### src/rtl/window_minmax_pkg.sv
// Shared types and constants for the windowed min/max tracker.
package window_minmax_pkg;

    localparam int unsigned DW = 8;

    typedef enum logic {
        ACCUM = 1'b0,
        HOLD  = 1'b1
    } state_e;

    typedef struct packed {
        logic eq;
        logic lt;
        logic gt;
    } cmp_t;

    typedef struct packed {
        logic [DW-1:0] min_v;
        logic [DW-1:0] max_v;
        logic          flat;
    } result_t;

endpackage

### src/rtl/window_minmax_if.sv
// Sample-in / result-out valid/ready bundle for window_minmax.
interface window_minmax_if;

    logic                             in_valid;
    logic [window_minmax_pkg::DW-1:0] in_data;
    logic                             in_ready;
    logic                             out_valid;
    logic                             out_ready;
    logic [window_minmax_pkg::DW-1:0] out_min;
    logic [window_minmax_pkg::DW-1:0] out_max;
    logic                             out_flat;

    modport master (
        output in_valid, in_data, out_ready,
        input  in_ready, out_valid, out_min, out_max, out_flat
    );

    modport slave (
        input  in_valid, in_data, out_ready,
        output in_ready, out_valid, out_min, out_max, out_flat
    );

endinterface

### src/rtl/window_minmax_cmp.sv
// Unsigned magnitude comparator producing eq/lt/gt flags for a vs b.
module window_minmax_cmp
    import window_minmax_pkg::*;
(
    input  logic [DW-1:0] a,
    input  logic [DW-1:0] b,
    output cmp_t          flags_c
);

    assign flags_c.eq = (a == b);
    assign flags_c.lt = (a < b);
    assign flags_c.gt = (a > b);

endmodule

### src/rtl/window_minmax.sv
// Tracks min/max over fixed windows of WINDOW samples and presents
// each window result over a valid/ready handshake.
module window_minmax
    import window_minmax_pkg::*;
#(
    parameter int unsigned WINDOW = 8
) (
    input  logic           clk,
    input  logic           rst_n,
    input  logic           clear,
    window_minmax_if.slave bus
);

    localparam logic [DW-1:0] LAST_CNT = DW'(WINDOW - 1);

    state_e        state_q;
    logic [DW-1:0] cnt_q;
    logic [DW-1:0] acc_min_q;
    logic [DW-1:0] acc_max_q;
    result_t       res_q;

    logic [DW-1:0] nxt_min_c;
    logic [DW-1:0] nxt_max_c;
    cmp_t          cmp_min_c;
    cmp_t          cmp_max_c;
    cmp_t          cmp_flat_c;
    logic          accept_c;
    logic          last_c;
    logic          unused_cmp_c;

    window_minmax_cmp u_cmp_min (
        .a       (bus.in_data),
        .b       (acc_min_q),
        .flags_c (cmp_min_c)
    );

    window_minmax_cmp u_cmp_max (
        .a       (bus.in_data),
        .b       (acc_max_q),
        .flags_c (cmp_max_c)
    );

    // Flatness is judged on the accumulator values including the final sample
    window_minmax_cmp u_cmp_flat (
        .a       (nxt_min_c),
        .b       (nxt_max_c),
        .flags_c (cmp_flat_c)
    );

    assign unused_cmp_c = ^{cmp_min_c.eq, cmp_min_c.gt, cmp_max_c.eq,
                            cmp_max_c.lt, cmp_flat_c.lt, cmp_flat_c.gt};

    assign accept_c = bus.in_valid && (state_q == ACCUM);
    assign last_c   = (cnt_q == LAST_CNT);

    // Accumulator values assuming the current sample is accepted
    always_comb begin
        nxt_min_c = acc_min_q;
        nxt_max_c = acc_max_q;
        if (cnt_q == '0) begin
            nxt_min_c = bus.in_data;
            nxt_max_c = bus.in_data;
        end else begin
            if (cmp_min_c.lt) nxt_min_c = bus.in_data;
            if (cmp_max_c.gt) nxt_max_c = bus.in_data;
        end
    end

    always_ff @(posedge clk or negedge rst_n) begin
        if (!rst_n) begin
            state_q   <= ACCUM;
            cnt_q     <= '0;
            acc_min_q <= '0;
            acc_max_q <= '0;
            res_q     <= '0;
        end else if (clear) begin
            state_q   <= ACCUM;
            cnt_q     <= '0;
            acc_min_q <= '0;
            acc_max_q <= '0;
            res_q     <= '0;
        end else begin
            case (state_q)
                ACCUM: begin
                    if (accept_c) begin
                        acc_min_q <= nxt_min_c;
                        acc_max_q <= nxt_max_c;
                        if (last_c) begin
                            cnt_q       <= '0;
                            res_q.min_v <= nxt_min_c;
                            res_q.max_v <= nxt_max_c;
                            res_q.flat  <= cmp_flat_c.eq;
                            state_q     <= HOLD;
                        end else begin
                            cnt_q <= cnt_q + DW'(1);
                        end
                    end
                end
                HOLD: begin
                    if (bus.out_ready) state_q <= ACCUM;
                end
            endcase
        end
    end

    assign bus.in_ready  = (state_q == ACCUM);
    assign bus.out_valid = (state_q == HOLD);
    assign bus.out_min   = res_q.min_v;
    assign bus.out_max   = res_q.max_v;
    assign bus.out_flat  = res_q.flat;

endmodule

### src/flat_wrapper.sv
// flat-port wrapper written by rule: the top's interface ports become plain ports
module window_minmax_flat import window_minmax_pkg::*;
#(
    parameter int unsigned WINDOW = 8
)
  (clk, rst_n, clear, bus_in_valid, bus_in_data, bus_out_ready, bus_in_ready, bus_out_valid, bus_out_min, bus_out_max, bus_out_flat);
  window_minmax_if bus_i ();
  input  logic clk;
  input  logic rst_n;
  input  logic clear;
  input wire logic [$bits(bus_i.in_valid)-1:0] bus_in_valid;
  input wire logic [$bits(bus_i.in_data)-1:0] bus_in_data;
  input wire logic [$bits(bus_i.out_ready)-1:0] bus_out_ready;
  output wire logic [$bits(bus_i.in_ready)-1:0] bus_in_ready;
  output wire logic [$bits(bus_i.out_valid)-1:0] bus_out_valid;
  output wire logic [$bits(bus_i.out_min)-1:0] bus_out_min;
  output wire logic [$bits(bus_i.out_max)-1:0] bus_out_max;
  output wire logic [$bits(bus_i.out_flat)-1:0] bus_out_flat;
  assign bus_i.in_valid = bus_in_valid;
  assign bus_i.in_data = bus_in_data;
  assign bus_i.out_ready = bus_out_ready;
  assign bus_in_ready = bus_i.in_ready;
  assign bus_out_valid = bus_i.out_valid;
  assign bus_out_min = bus_i.out_min;
  assign bus_out_max = bus_i.out_max;
  assign bus_out_flat = bus_i.out_flat;
  window_minmax #(.WINDOW(WINDOW)) u_core (.clk(clk), .rst_n(rst_n), .clear(clear), .bus(bus_i));
endmodule
### config.mk
export PLATFORM = sky130hd
export DESIGN_NAME = window_minmax_flat
export DESIGN_NICKNAME = d
export VERILOG_FILES = /design/src/rtl/window_minmax_pkg.sv /design/src/rtl/window_minmax_if.sv /design/src/rtl/window_minmax_cmp.sv /design/src/rtl/window_minmax.sv /design/src/flat_wrapper.sv
export SDC_FILE = /design/constraint.sdc
export NUM_CORES = 1
export LEC_CHECK = 0
export ABC_CLOCK_PERIOD_IN_PS = 4740
export CORE_UTILIZATION = 55
export DETAILED_ROUTE_END_ITERATION = 7
export PLACE_DENSITY = 0.78
export SETUP_SLACK_MARGIN = 0.2
export SLEW_MARGIN = 20
export SYNTH_ARGS = -nofsm -noshare
export SYNTH_HDL_FRONTEND = slang
export SYNTH_SLANG_ARGS = --single-unit
### constraint.sdc
create_clock -name clk -period 4.74 [get_ports clk]
set_input_delay 1.422 -clock clk [delete_from_list [all_inputs] [get_ports clk]]
set_output_delay 1.422 -clock clk [all_outputs]
set_load 0.01 [all_outputs]
==> results.sh <==
export IMPL_outcome="finished clean"
export IMPL_path_class="in2reg"
export IMPL_synth_top_area_cell="dfrtp_1"
export IMPL_cts_root_buf="clkbuf_8"
export IMPL_crit_family="compound AO/OA/AOI/OAI gates"
export IMPL_rows=25
export IMPL_rsz0062_at_grt="no"
export IMPL_crit_arrival_ns=4.42
export IMPL_yosysWarnings=0
export IMPL_synth_seq_cells=42
export IMPL_finalSetupTns_ns=0
export IMPL_slew_viol_final=0
export IMPL_worstPathRequired_ns=4.95
export IMPL_grt_pass1_wl_microns=10900
export IMPL_cts_resized=0
export IMPL_dp_hpwl_microns=4940
export IMPL_die_x_microns=73.3
export IMPL_die_y_microns=73.3
export IMPL_grt_pass1_vias=2165
export IMPL_startpoint_type="input port"
export IMPL_cp_max_fo=10
export IMPL_grt_max_degree=43
export IMPL_synth_top_area_share_pct=37.6
export IMPL_cts_sinks=42
export IMPL_drt_wirelength_per_cell_microns=15.5
export IMPL_grt_busiest_layer="met1"
export IMPL_design_die_area_sq_um=5370
export IMPL_grt_overflow=0
export IMPL_synthTopCellsByCount="nor2_1, dfrtp_1, a21oi_1, inv_1, a211oi_1"
export IMPL_yosysSeqAreaShare_pct=37.6
export IMPL_cts_tree="yes"
export IMPL_portBuffers=31
export IMPL_maxCapViolCount=0
export IMPL_cts_hold_buf=0
export IMPL_insertedDiodeCount=0
export IMPL_avgSynthCellArea_sq_um=8.41
export IMPL_fin_crit_ns=4.21
export IMPL_crit_slowest_cell="clkdlybuf4s50_1"
export IMPL_path_clk_slew_ns=0.08
export IMPL_hold_path_class="reg2reg"
export IMPL_grt_use_total_pct=26.9
export IMPL_setup_violations=0
export IMPL_postRouteAntennaNets=0
export IMPL_post_cts_setup_buffer_count=0
export IMPL_vias_per_cell=5.72
export IMPL_synth_most_common_cell="nor2_1"
export IMPL_num_vias=2473
export IMPL_nets=394
export IMPL_hold_violations=0
export IMPL_grt_util_met3_pct=4.39
export IMPL_relSlewSlack_pct=38.3
export IMPL_wirelength_microns=6690
export IMPL_gp_congestion=0.967
export IMPL_drtIter0Drc=183
export IMPL_power_density_nw_per_um2=264
export IMPL_grtUsageMet2_pct=38.9
export IMPL_drtPass1Iterations=4
export IMPL_fin_crit_sh_pct=88.9
export IMPL_power_mw=0.873
export IMPL_slowest_delay_ns=0.68
export IMPL_core_area_sq_um=4820
export IMPL_critPathBufInv=1
export IMPL_netlist_area_sq_um=2790
export IMPL_syn_to_final_growth_pct=18.5
export IMPL_htree_levels=2
export IMPL_synth_cells=332
export IMPL_p_leak_nw=1.40
export IMPL_met1_usage_pct=40.9
export IMPL_start_util_pct=58.0
export IMPL_fmax_ghz=0.237
export IMPL_cp_cell_sequence="clkdlybuf4s50_1 > ha_1 > nand4_1 > nor2_1 > a21oi_1 > nor2_2 > o21ai_0 > o311ai_0 > or4_1 > o31ai_1"
export IMPL_ir_drop_uv=203
export IMPL_synth_distinct_cells=46
export IMPL_antenna_found_initial=0
export IMPL_critPathCaptureType="flop"
export IMPL_drc=0
export IMPL_synth_nets=362
export IMPL_synth_edf_count=0
export IMPL_clock_path_buffers=2
export IMPL_layout_drive_gt1_share_pct=8.49
export IMPL_clkLatencyLatePin_ns=0.30
export IMPL_io_pins=32
export IMPL_netlist_top_cells_area="dfrtp_1, nor2_1, ha_1"
export IMPL_ys_flop_type="dfrtp_1"
export IMPL_numCtsBuffers=5
export IMPL_finalClockSkew_ns=0.00810
export IMPL_async_flop_share_pct=100
export IMPL_tightest_slew_ns=0.925
[final timing paths]
kind / endpoint / cells after the start / slack, ns / startpoint
max: u_core.bus.out_flat / 10 / 0.53 / bus_in_data[3]
min: u_core.bus.out_min[3] / 2 / 0.57 / u_core.bus.out_min[3]
max reg2reg: u_core.bus.out_flat / 10 / 1.75 / u_core.acc_max_q[6]
min reg2reg: u_core.bus.out_min[3] / 2 / 0.57 / u_core.bus.out_min[3]
max in group asynchronous: u_core.acc_max_q[6] / 1 / 2.91 / rst_n
min in group asynchronous: u_core.cnt_q[1] / 1 / 1.25 / rst_n
[worst reg2reg max path: cells and delay by family (launching register included)]
family	cells	cell delay [ns]
buf+inv	1	0.08
simple gates	4	0.83
compound gates	4	1.23
fa+ha+maj	1	0.30
flops	1	0.48
[sequential cells by signal, summed over array words and instances (netlist names)]
signal and count:
u_core.acc_max_q 8, u_core.bus.out_max 8, u_core.cnt_q 8, u_core.bus.out_valid 1
u_core.bus.out_min 8, u_core.acc_min_q 8, u_core.bus.out_flat 1
[area by class of cell]
type | instances | area (sq um)
multi-input cells | 252 | 1600
fillers | 434 | 1510
flip-flops and latches | 42 | 1050
repair buffers | 42 | 388
well taps | 67 | 83.8
inverters | 21 | 78.8
clock buffers | 5 | 68.8
clock inverters | 3 | 40.0
[cell families after synthesis]
family	synth area share [%]
adders and majority gates	7.62
muxes	5.38
and+or+nand+nor	19.4
DFF	37.6
buffers and inverters	5.15
AOI/OAI and AO/OA	20.7
xor gates and xnor gates	4.08
[metal layers]
layer,vias up,routed length (microns),share of wire (%)
met5,-,0,0
met4,0,104,1.6
met2,77,2880,43
met3,11,336,5.0
li1,1229,-,-
met1,1156,3360,50
[power breakdown]
group          leakage, nW  internal (mW)  switching [mW]
sequential           0.576          0.368          0.0151
combinational        0.762         0.0812           0.127
clock               0.0579          0.155           0.127
[cells in the final DEF, fill, tap and decap left out, drive strengths merged, types with 9 or more instances in the layout]
cell type,count
o21ai,16
nand3,9
dfrtp,42
buf,12
nand2,11
clkdlybuf4s50,30
nor2,76
ha,17
a21oi,29
mux2i,15
a211oi,19
inv,21
[through the flow]
stage | std cells | hold slack, ns | cell area, sq um | worst slack, ns | util [%]
global route | 432 | 0.585 | 3310 | 0.269 | 68.7
global placement | 424 | 0.547 | 3200 | 0.375 | 66.5
detailed placement | 424 | 0.558 | 3200 | 0.205 | 66.5
floorplan | 332 | 0.513 | 2790 | 1.03 | -
CTS | 432 | 0.569 | 3310 | 0.568 | 68.7
finish | 432 | 0.565 | 3310 | 0.527 | 68.7
No activity file was read; power rests on OpenSTA's default activity.
